--- src/rtl/cpu_sequencer.sv ---
// Fetch/decode/execute controller for the 8-bit CPU: owns pc and inst, runs the
// shared memory port with a req/rdy handshake and strobes the A/B file and ALU.
module cpu_sequencer #(
    parameter logic [7:0]  RESET_PC     = 8'h00,
    parameter int unsigned WAIT_TIMEOUT = 16
) (
    input  logic       clk_i,
    input  logic       rst_i,
    input  logic [7:0] data_in_i,
    input  logic       mem_rdy_i,
    input  logic [7:0] a_in_i,
    input  logic       a_zero_i,
    output logic       mem_req_o,
    output logic [7:0] addr_o,
    output logic       we_o,
    output logic [7:0] data_out_o,
    output logic [7:0] inst_o,
    output logic       alu_en_o,
    output logic       ld_a_o,
    output logic       ld_b_o,
    output logic [7:0] ld_data_o,
    output logic       halted_o,
    output logic       bus_err_o
);

    localparam logic [2:0] S_FETCH   = 3'd0;
    localparam logic [2:0] S_DECODE  = 3'd1;
    localparam logic [2:0] S_OPERAND = 3'd2;
    localparam logic [2:0] S_MEM_RD  = 3'd3;
    localparam logic [2:0] S_MEM_WR  = 3'd4;
    localparam logic [2:0] S_HALT    = 3'd5;

    localparam logic [7:0] OP_LDA_IMM = 8'h01;
    localparam logic [7:0] OP_LDB_IMM = 8'h02;
    localparam logic [7:0] OP_LDA_MEM = 8'h03;
    localparam logic [7:0] OP_STA     = 8'h04;
    localparam logic [7:0] OP_JMP     = 8'h05;
    localparam logic [7:0] OP_JZ      = 8'h06;
    localparam logic [7:0] OP_HLT     = 8'hFF;

    localparam bit          TIMEOUT_ON  = (WAIT_TIMEOUT != 0);
    localparam logic [15:0] TIMEOUT_LIM = 16'(WAIT_TIMEOUT);

    logic [2:0]  state_q, state_d;
    logic [7:0]  pc_q, pc_d;
    logic [7:0]  inst_q, inst_d;
    logic [7:0]  opnd_q, opnd_d;
    logic [15:0] wait_cnt_q, wait_cnt_d;
    logic        alu_en_q, alu_en_d;
    logic        ld_a_q, ld_a_d;
    logic        ld_b_q, ld_b_d;
    logic [7:0]  ld_data_q, ld_data_d;
    logic        bus_err_q, bus_err_d;

    logic        mem_state;
    logic        we_state;
    logic        access_stall;
    logic        timeout_hit;
    logic        is_alu_op;
    logic        has_operand;

    always_comb begin
        mem_state  = 1'b0;
        we_state   = 1'b0;
        addr_o     = 8'h00;
        data_out_o = 8'h00;
        case (state_q)
            S_FETCH, S_OPERAND: begin
                mem_state = 1'b1;
                addr_o    = pc_q;
            end
            S_MEM_RD: begin
                mem_state = 1'b1;
                addr_o    = opnd_q;
            end
            S_MEM_WR: begin
                mem_state  = 1'b1;
                we_state   = 1'b1;
                addr_o     = opnd_q;
                data_out_o = a_in_i;
            end
            default: begin
                mem_state = 1'b0;
            end
        endcase
    end

    // While reset is held the bus stays quiet, so an aborted write never lingers.
    assign mem_req_o = mem_state & ~rst_i;
    assign we_o      = we_state & ~rst_i;

    assign access_stall = mem_state & ~mem_rdy_i;
    assign timeout_hit  = TIMEOUT_ON && access_stall && ((wait_cnt_q + 16'd1) == TIMEOUT_LIM);
    assign is_alu_op    = (inst_q[7:3] == 5'b00010);
    assign has_operand  = (inst_q >= OP_LDA_IMM) && (inst_q <= OP_JZ);

    always_comb begin
        state_d    = state_q;
        pc_d       = pc_q;
        inst_d     = inst_q;
        opnd_d     = opnd_q;
        ld_data_d  = ld_data_q;
        bus_err_d  = bus_err_q;
        alu_en_d   = 1'b0;
        ld_a_d     = 1'b0;
        ld_b_d     = 1'b0;
        wait_cnt_d = access_stall ? (wait_cnt_q + 16'd1) : 16'd0;

        if (timeout_hit) begin
            bus_err_d  = 1'b1;
            wait_cnt_d = 16'd0;
            state_d    = S_HALT;
        end else begin
            case (state_q)
                S_FETCH: begin
                    if (mem_rdy_i) begin
                        inst_d  = data_in_i;
                        pc_d    = pc_q + 8'd1;
                        state_d = S_DECODE;
                    end
                end
                S_DECODE: begin
                    state_d = S_FETCH;
                    if (is_alu_op) begin
                        alu_en_d = 1'b1;
                    end else if (has_operand) begin
                        state_d = S_OPERAND;
                    end else if (inst_q == OP_HLT) begin
                        state_d = S_HALT;
                    end
                end
                S_OPERAND: begin
                    if (mem_rdy_i) begin
                        opnd_d  = data_in_i;
                        pc_d    = pc_q + 8'd1;
                        state_d = S_FETCH;
                        case (inst_q)
                            OP_LDA_IMM: begin
                                ld_a_d    = 1'b1;
                                ld_data_d = data_in_i;
                            end
                            OP_LDB_IMM: begin
                                ld_b_d    = 1'b1;
                                ld_data_d = data_in_i;
                            end
                            OP_LDA_MEM: state_d = S_MEM_RD;
                            OP_STA:     state_d = S_MEM_WR;
                            OP_JMP:     pc_d = data_in_i;
                            OP_JZ: begin
                                if (a_zero_i) begin
                                    pc_d = data_in_i;
                                end
                            end
                            default: begin
                                state_d = S_FETCH;
                            end
                        endcase
                    end
                end
                S_MEM_RD: begin
                    if (mem_rdy_i) begin
                        ld_a_d    = 1'b1;
                        ld_data_d = data_in_i;
                        state_d   = S_FETCH;
                    end
                end
                S_MEM_WR: begin
                    if (mem_rdy_i) begin
                        state_d = S_FETCH;
                    end
                end
                S_HALT: begin
                    state_d = S_HALT;
                end
                default: begin
                    state_d = S_HALT;
                end
            endcase
        end
    end

    always_ff @(posedge clk_i) begin
        if (rst_i) begin
            state_q    <= S_FETCH;
            pc_q       <= RESET_PC;
            inst_q     <= 8'h00;
            opnd_q     <= 8'h00;
            wait_cnt_q <= 16'd0;
            alu_en_q   <= 1'b0;
            ld_a_q     <= 1'b0;
            ld_b_q     <= 1'b0;
            ld_data_q  <= 8'h00;
            bus_err_q  <= 1'b0;
        end else begin
            state_q    <= state_d;
            pc_q       <= pc_d;
            inst_q     <= inst_d;
            opnd_q     <= opnd_d;
            wait_cnt_q <= wait_cnt_d;
            alu_en_q   <= alu_en_d;
            ld_a_q     <= ld_a_d;
            ld_b_q     <= ld_b_d;
            ld_data_q  <= ld_data_d;
            bus_err_q  <= bus_err_d;
        end
    end

    assign inst_o    = inst_q;
    assign alu_en_o  = alu_en_q;
    assign ld_a_o    = ld_a_q;
    assign ld_b_o    = ld_b_q;
    assign ld_data_o = ld_data_q;
    assign halted_o  = (state_q == S_HALT);
    assign bus_err_o = bus_err_q;

endmodule

--- config.mk ---
export PLATFORM = sky130hd
export DESIGN_NAME = cpu_sequencer
export DESIGN_NICKNAME = d
export VERILOG_FILES = /design/src/rtl/cpu_sequencer.sv
export SDC_FILE = /design/constraint.sdc
export NUM_CORES = 1
export LEC_CHECK = 0
export ABC_AREA = 1
export BUFFER_PORTS_ARGS = -buffer_cell sky130_fd_sc_hd__buf_4
export CORE_MARGIN = 2
export CORE_UTILIZATION = 59
export CTS_CLUSTER_SIZE = 20
export DETAILED_ROUTE_END_ITERATION = 16
export PLACE_DENSITY = 0.91
export SLEW_MARGIN = 0
export SYNTH_ARGS = -nofsm -noshare
export SYNTH_HDL_FRONTEND = slang
export SYNTH_SLANG_ARGS = --single-unit
--- constraint.sdc ---
create_clock -name clk_i -period 4.29 [get_ports clk_i]
set_input_delay 0.858 -clock clk_i [delete_from_list [all_inputs] [get_ports clk_i]]
set_output_delay 0.858 -clock clk_i [all_outputs]
set_load 0.05 [all_outputs]
==> results of run 1 <==
-- cell type report --
| class | count | area [um2] | area share, % |
|---|---|---|---|
| Tap cell | 67 | 83.83 | 2.414 |
| Multi-Input combinational cell | 290 | 1461 | 42.07 |
| Timing Repair Buffer | 58 | 435.4 | 12.54 |
| Clock inverter | 2 | 37.54 | 1.081 |
| Clock buffer | 5 | 68.82 | 1.981 |
| Sequential cell | 55 | 1101 | 31.70 |
| Inverter | 76 | 285.3 | 8.213 |
-- synth_stat cells, drive strengths merged --
cell type	instances
a21oi	33
a31oi	3
a32oi	1
buf	3
clkbuf	7
clkinv	2
dfxtp	55
ha	2
inv	74
nand2	80
nand3	30
nand3b	3
nand4	8
nor2	67
nor2b	1
nor3	7
nor4	1
o211ai	3
o21ai	33
o21bai	1
o22ai	8
o41ai	1
or2	1
xnor2	4
xor2	3
-- per-stage QoR --
stage	instances	worst slack (ns)	hold slack, ns	util, %	instance area, um2
floorplan	431	1.614	0.4304	-	2903
global placement	546	1.747	0.4439	71.28	3367
detailed placement	546	1.725	0.4495	71.28	3367
CTS	553	1.378	0.4632	73.54	3473
global route	553	1.186	0.4868	73.54	3473
finish	553	1.347	0.4593	73.54	3473
-- flip-flops by register name, summed over array words and instances, names as in the netlist --
name and cells:
ld_data_o 8, alu_en_o 1, inst_o 8, wait_cnt_q 16, opnd_q 8, ld_b_o 1
state_q 3, ld_a_o 1, pc_q 8, bus_err_o 1
-- worst paths after layout --
check             startpoint        end  slack [ns]
setup / recovery  state_q[2]  mem_req_o        1.35
hold / removal     opnd_q[7]  opnd_q[7]        0.46
setup reg to reg  state_q[2]  inst_o[6]        1.98
hold reg to reg    opnd_q[7]  opnd_q[7]        0.46
-- power breakdown --
group,total (mW),switching (mW),internal [mW]
Combinational,0.286,0.200,0.0859
Clock,0.343,0.172,0.171
Sequential,0.557,0.0226,0.534
Total,1.19,0.395,0.791
-- logic make-up (layout without fill, tap and decap cells) --
| logic type | Yosys count | after routing | share of synthesized area (%) |
|---|---|---|---|
| and+or+nand+nor | 198 | 198 | 31.60 |
| buffers and inverters | 86 | 141 | 11.72 |
| AOI/OAI and AO/OA | 83 | 83 | 15.78 |
| DFF | 55 | 55 | 37.93 |
| xor gates and xnor gates | 7 | 7 | 2.112 |
| adders and majority gates | 2 | 2 | 0.8619 |
-- per-layer routing --
metal / share of wire (%) / global-route usage [%]
met5: 0 / 0
met4: 2.1 / 9.899
met3: 5.1 / 5.691
met2: 50 / 48.12
met1: 43 / 30.61
-- tightest hold or removal path, delay by kind of cell (launching register included) --
kind | cells | cell delay [ns]
buf+inv | 1 | 0.06
compound gates | 1 | 0.06
flops | 1 | 0.31
==> results.toml, run 1 <==
[worst_setup_path]
cp_top_family = "simple AND/OR/NAND/NOR gates"
crit_path_start_kind = "flop"
rr_worst_depth = 6
crit_path_cell_trace = "nand3_1 -> nand2_1 -> clkinv_1 -> a21oi_1 -> buf_4"
end_kind = "output pin"
cp.arrival_ns = 2.09
cp_max_fo = 10
crit_type = "reg -> out"
worst_path_largest_cell_delay_ns = 0.49
cp_num_buf_inv = 2
slowest_stage = "dfxtp_1"
cp.depth = 5
required_ns = 3.43

[power]
leakage_nw = 1.565
vdd_drop_max_mv = 0.2085
p_total_mw = 1.186
power.density_cell_area_mw_per_mm2 = 341.5

[logic_synthesis]
synthDistinctLibCells = 36
synth_seq_cells = 55
yosys_warnings = 0
synth.avg_cell_area_um2 = 6.735
synth_area_leader_cell = "dfxtp_1"
syn_area_mm2 = 0.002903
synth_area_leaders = "dfxtp_1 (38%), nand2_1 (9.8%), inv_1 (9.1%)"
syn_inst = 431
synth_top_cell_area_share_pct = 37.93
yosysSeqAreaShare_pct = 37.93
syn_nets = 453

[layout]
final_nets = 508
final_common_cell = "nand2_1"
syn_to_final_growth_pct = 19.66
final_cell_mix = "nand2_1 (76), inv_1 (70), buf_4 (58)"
diodes = 0
n_fill_cell = 394
drive_gt1_share_pct = 19.14

[global_route]
grt_max_degree = 31
grt_pass1_wl_um = 11320
grt_use_total_pct = 26.57
grt_pass1_vias = 2633
antenna_found_initial = 0
grt.overflow.total = 0

[run_status]
status = "finished, final reports clean"

[clock_tree]
h-tree-depth = 2
path_clk_slew_ns = 0.10
clock_path_buffers = 2
post_cts_resized = 0
cts_setup_buffers = 0
cts_tree = "yes"
ctsHoldBuffers = 0
cts_buffers = 5
cts.sinks = 55
clock_latency_ns = 0.31
cts_root_buf = "clkbuf_8"

[worst_hold_path]
hold_depth = 2
holdCritPathClass = "reg -> reg"

[sta]
fin_crit_sh_pct = 68.61
slew_headroom_pct = 43.75
fin_tns_setup_ns = 0
skew_ns = 0.009148
finalHoldViolCount = 0
fin_crit_ns = 2.943
final_max_slew_viol_count = 0
grt_setup_unrepaired = "false"
max_freq_ghz = 0.3398
worstMarginPinSlew_ns = 0.8428
finalSetupViolCount = 0

[floorplan]
num_rows = 25
die-area_mm2 = 0.005497
core_mm2 = 0.004723
die_w_um = 74.14
ios = 59
initial_core_util_pct = 61.46
die_height_um = 74.14

[detailed_routing]
totalWireLength_um = 6902
vias_per_cell = 5.257
drt_iter0_markers = 145
drc = 0
drtAntennaViolNets = 0
num_vias = 2907
dr.pass1.iters = 4
wl_per_cell_um = 12.48

[placement]
numPortBuffers = 58
hpwlAfterDp_um = 5109
routabilityCongestion = 0.9016

[run]
drv_cap = 0
Power figures use the tool's default switching activity.
==> run 2, diff against run 1 <==
--- a/config.mk
+++ b/config.mk
@@ -8,10 +8,10 @@
 export ABC_AREA = 1
 export BUFFER_PORTS_ARGS = -buffer_cell sky130_fd_sc_hd__buf_4
 export CORE_MARGIN = 2
-export CORE_UTILIZATION = 59
+export CORE_UTILIZATION = 49
 export CTS_CLUSTER_SIZE = 20
 export DETAILED_ROUTE_END_ITERATION = 16
-export PLACE_DENSITY = 0.91
+export PLACE_DENSITY = 0.81
 export SLEW_MARGIN = 0
 export SYNTH_ARGS = -nofsm -noshare
 export SYNTH_HDL_FRONTEND = slang
==> constraint.sdc (replaced) <==
create_clock -name clk_i -period 2.4 [get_ports clk_i]
set_input_delay 0.48 -clock clk_i [delete_from_list [all_inputs] [get_ports clk_i]]
set_output_delay 0.48 -clock clk_i [all_outputs]
set_load 0.05 [all_outputs]
==> results.toml, run 2 (synthesis gave the netlist of run 1 again) <==
[detailed_routing]
num_vias = 2889
wl_per_cell_um = 12.71
dr.pass1.iters = 6
vias_per_cell = 5.113
totalWireLength_um = 7181
drc = 0
drtAntennaViolNets = 0
drt_iter0_markers = 167

[placement]
numPortBuffers = 58
routabilityCongestion = 0.8729
hpwlAfterDp_um = 5511
dpl.cell_count = 557

[sta]
skew_ns = 0.006088
fin_worst_hold_slack_ns = 0.4437
fin_tns_setup_ns = 0
finalHoldViolCount = 0
finalSetupViolCount = 0
fin_crit_ns = 2.232
slew_headroom_pct = 74.24
final_max_slew_viol_count = 0
worstMarginPinSlew_ns = 0.3854
fin_crit_sh_pct = 93.01
max_freq_ghz = 0.4480
grt_setup_unrepaired = "false"

[layout]
final_nets = 511
drive_gt1_share_pct = 20.00
syn_to_final_growth_pct = 20.26
final_common_cell = "nand2_1"
largest-register = "wait_cnt_q"
final_cell_mix = "nand2_1 (76), inv_1 (70), buf_4 (61)"
largest_reg_flops = 16
diodes = 0
final_cells = 565
n_fill_cell = 573

[global_route]
grt_use_total_pct = 23.41
grt_pass1_wl_um = 12220
grt_pass1_vias = 2801
antenna_found_initial = 0
grt_max_degree = 31
grt.overflow.total = 0

[power]
p_seq_share_pct = 49.5
swShare_pct = 34.53
leakage_nw = 1.569
vdd_drop_max_mv = 0.3907
p_int_mw = 1.319
p_clk_share_pct = 24.7
p_sw_mw = 0.6955
p_comb_share_pct = 25.8
power.density_cell_area_mw_per_mm2 = 577.0
p_total_mw = 2.014

[worst_hold_path]
hold_end = "bus_err_o"
holdCritPathClass = "in -> reg"
hp-start = "rst_i"
hold_depth = 2

[run_status]
status = "finished, final reports clean"

[clock_tree]
cts_tree = "yes"
clock_path_buffers = 2
cts_root_buf = "clkbuf_8"
ctsHoldBuffers = 0
h-tree-depth = 2
path_clk_slew_ns = 0.10
cts_buffers = 5
clock_latency_ns = 0.30
cts.sinks = 55

[worst_setup_path]
critPathMostFrequentCell = "nand2_1"
slowest_stage = "dfxtp_1"
required_ns = 1.92
cp.arrival_ns = 1.75
worst_path_largest_cell_delay_ns = 0.40
rr_endpoint = "wait_cnt_q[15]"
rr_worst_depth = 14
cp_num_buf_inv = 3
cp_top_family = "buffers and inverters"
end_kind = "output pin"
crit_path_start_kind = "flop"
crit_type = "reg -> out"
r2r_slack_ns = 0.37
timing.rr.start = "wait_cnt_q[0]"
cp_max_fo = 9
crit_path_cell_trace = "inv_2 -> nor2_2 -> nand2_1 -> nand2_1 -> clkinvlp_4 -> o22ai_1 -> buf_4"

[floorplan]
num_rows = 28
die_w_um = 80.97
die_height_um = 80.97
initial_core_util_pct = 49.91
ios = 59
die-area_mm2 = 0.006555
core_mm2 = 0.005816

[run]
drv_cap = 0
[run 2: worst max path at each step]
stage,from,end,slack (ns),depth (start not counted)
after floorplan,state_q[2],addr_o[0],0.15,5
after global placement,mem_rdy_i,wait_cnt_q[15],0.37,13
after detailed placement,mem_rdy_i,wait_cnt_q[15],0.36,13
after CTS,state_q[1],addr_o[2],0.09,7
after global routing,state_q[1],addr_o[5],0.005,7
final,state_q[1],addr_o[4],0.17,7
[run 2: power by group through the flow]
stage / Sequential [mW] / Clock (mW) / Combinational (mW)
detailed placement: 1.02 / 0 / 0.515
finish: 0.997 / 0.497 / 0.520
global route: 1.00 / 0.554 / 0.566
floorplan: 1.07 / 0 / 0.313
CTS: 0.996 / 0.519 / 0.517
global placement: 1.02 / 0 / 0.509
[run 2: layout make-up]
class	count	area [um2]	area share [%]
Tap cell	75	93.84	2.688
Sequential cell	55	1101	31.54
Timing Repair Buffer	61	457.9	13.12
Clock inverter	2	12.51	0.3584
Clock buffer	6	72.57	2.079
Inverter	76	289.0	8.280
Multi-Input combinational cell	290	1464	41.94
[run 2: metrics by stage]
stage | util [%] | setup slack, ns | cell area (um2)
global placement | 58.46 | 0.3702 | 3400
detailed placement | 58.46 | 0.3559 | 3400
finish | 60.03 | 0.1679 | 3491
CTS | 59.92 | 0.08670 | 3485
global route | 60.03 | 0.005115 | 3491
floorplan | - | 0.1458 | 2903
[run 2: routing by layer]
| metal | global-route usage [%] | part of all wire (%) | wire length (um) |
|---|---|---|---|
| met2 | 43.80 | 50 | 3623 |
| met1 | 28.26 | 44 | 3143 |
| met5 | 0 | 0 | 0 |
| met4 | 4.237 | 0.32 | 23 |
| met3 | 3.889 | 5.4 | 390 |
[run 2: what timing repair did]
| item | in CTS | in global routing |
|---|---|---|
| setup buffers | 0 | 0 |
| resized for setup | 0 | 2 |
| endpoints found under the setup margin | 0 | 9 |
==> run 3, diff against run 2 <==
--- a/config.mk
+++ b/config.mk
@@ -7,12 +7,12 @@
 export LEC_CHECK = 0
 export ABC_AREA = 1
 export BUFFER_PORTS_ARGS = -buffer_cell sky130_fd_sc_hd__buf_4
+export CORE_ASPECT_RATIO = 1.75
 export CORE_MARGIN = 2
 export CORE_UTILIZATION = 49
 export CTS_CLUSTER_SIZE = 20
 export DETAILED_ROUTE_END_ITERATION = 16
 export PLACE_DENSITY = 0.81
-export SLEW_MARGIN = 0
 export SYNTH_ARGS = -nofsm -noshare
 export SYNTH_HDL_FRONTEND = slang
 export SYNTH_SLANG_ARGS = --single-unit
==> results.toml, run 3 (synthesis gave the netlist of run 1 again) <==
[clock_tree]
clock_latency_ns = 0.32
cts_buffers = 5
cts_tree = "yes"
path_clk_slew_ns = 0.10
clock_path_buffers = 2
cts_root_buf = "clkbuf_8"
cts.sinks = 55
h-tree-depth = 2

[detailed_routing]
drc = 0
dr.pass1.iters = 4
num_vias = 2927
vias_per_cell = 5.135
wl_per_cell_um = 13.33
drtAntennaViolNets = 0
totalWireLength_um = 7597
drt_iter0_markers = 137

[worst_setup_path]
required_ns = 1.92
cp_max_fo = 9
cp.arrival_ns = 1.78
crit_type = "reg -> out"
end_kind = "output pin"
crit_path_start_kind = "flop"

[floorplan]
core_mm2 = 0.005787
num_rows = 37
die-area_mm2 = 0.006580
die_w_um = 62.18
die_height_um = 105.8
initial_core_util_pct = 50.16
ios = 59

[run]
drv_cap = 0

[power]
leakage_nw = 1.595
p_total_mw = 2.169
power.density_cell_area_mw_per_mm2 = 612.5
vdd_drop_max_mv = 0.4636

[layout]
final_cell_area_mm2 = 0.003541
largest_reg_flops = 16
final_common_cell = "nand2_1"
drive_gt1_share_pct = 20.73
diodes = 0
final_cell_mix = "nand2_1 (75), inv_1 (70), buf_4 (62)"
post-route-util_pct = 61.19
final_cells = 570
final_nets = 513
syn_to_final_growth_pct = 21.98
largest-register = "wait_cnt_q"

[sta]
finalSetupViolCount = 0
fin_crit_sh_pct = 94.19
max_freq_ghz = 0.4423
skew_ns = 0.004035
fin_worst_hold_slack_ns = 0.4417
grt_setup_unrepaired = "false"
finalWorstSetupSlack_ns = 0.1393
finalHoldViolCount = 0
final_max_slew_viol_count = 0
fin_tns_setup_ns = 0
slew_headroom_pct = 74.35
fin_crit_ns = 2.261
worstMarginPinSlew_ns = 0.3838

[global_route]
antenna_found_initial = 0
grt_pass1_wl_um = 12680
grt.overflow.total = 0
grt_max_degree = 30
grt_use_total_pct = 24.18
grt_pass1_vias = 2874

[run_status]
status = "finished, final reports clean"

[placement]
numPortBuffers = 58
dpl.cell_count = 561
hpwlAfterDp_um = 5731
dp_slack_ns = 0.3306
routabilityCongestion = 0.9323
dpl_cell_area_mm2 = 0.003411

[worst_hold_path]
holdCritPathClass = "in -> reg"
-- run 3: cell types whose count changed in the layout (fill, tap and decap cells not counted) --
cell / previous run / this run
buf_4: 61 / 62
bufinv_16: 0 / 1
clkbuf_1: 1 / 0
clkbuf_8: 5 / 6
clkinvlp_2: 0 / 1
clkinvlp_4: 2 / 1
dfxtp_1: 55 / 54
dfxtp_2: 0 / 1
nand2_1: 76 / 75
nand2_2: 3 / 4
nor2_1: 53 / 54
nor2_2: 12 / 11
-- run 3: critical path: stages (launching register included) --
cell and delay (ns):
dfxtp_1 0.40, nor2_1 0.22, nand2_1 0.12, nand2_2 0.13, clkinvlp_2 0.19, o22ai_1 0.17
buf_4 0.23
-- run 3: final cells by class --
class | instances | area, um2
repair inverters | 1 | 5.005
multi-input cells | 290 | 1464
fillers | 549 | 2246
well taps | 78 | 97.59
inverters | 76 | 289.0
clock inverters | 2 | 35.03
repair buffers | 62 | 465.4
clock buffers | 6 | 82.58
flip-flops and latches | 55 | 1102
-- run 3: report_power, final --
group	switching [mW]	leakage [nW]	internal, mW
combinational	0.365	1.09	0.160
clock	0.308	0.0612	0.338
sequential	0.0431	0.447	0.955
total	0.716	1.60	1.45
-- run 3: per-layer routing --
| layer | global-route usage (%) | share of wire [%] | up-vias |
|---|---|---|---|
| met2 | 46.43 | 55 | 81 |
| met1 | 24.34 | 37 | 1326 |
| met3 | 4.162 | 3.9 | 21 |
| li1 | - | - | 1499 |
| met5 | 0 | 0 | - |
| met4 | 12.70 | 3.7 | 0 |
-- run 3: final timing paths --
path / startpoint / end / slack [ns] / cells after the start
worst min register to register: opnd_q[4] / opnd_q[4] / 0.46 / 2
worst min-delay path: rst_i / inst_o[7] / 0.44 / 2
worst max-delay path: state_q[2] / addr_o[4] / 0.14 / 6
worst max register to register: wait_cnt_q[0] / wait_cnt_q[11] / 0.36 / 14
-- run 3: what timing repair did --
item                                    CTS  global route
endpoints found under the setup margin    0             9
buffers inserted                          0             0
hold buffers                              0             0
resized for setup                         0             3
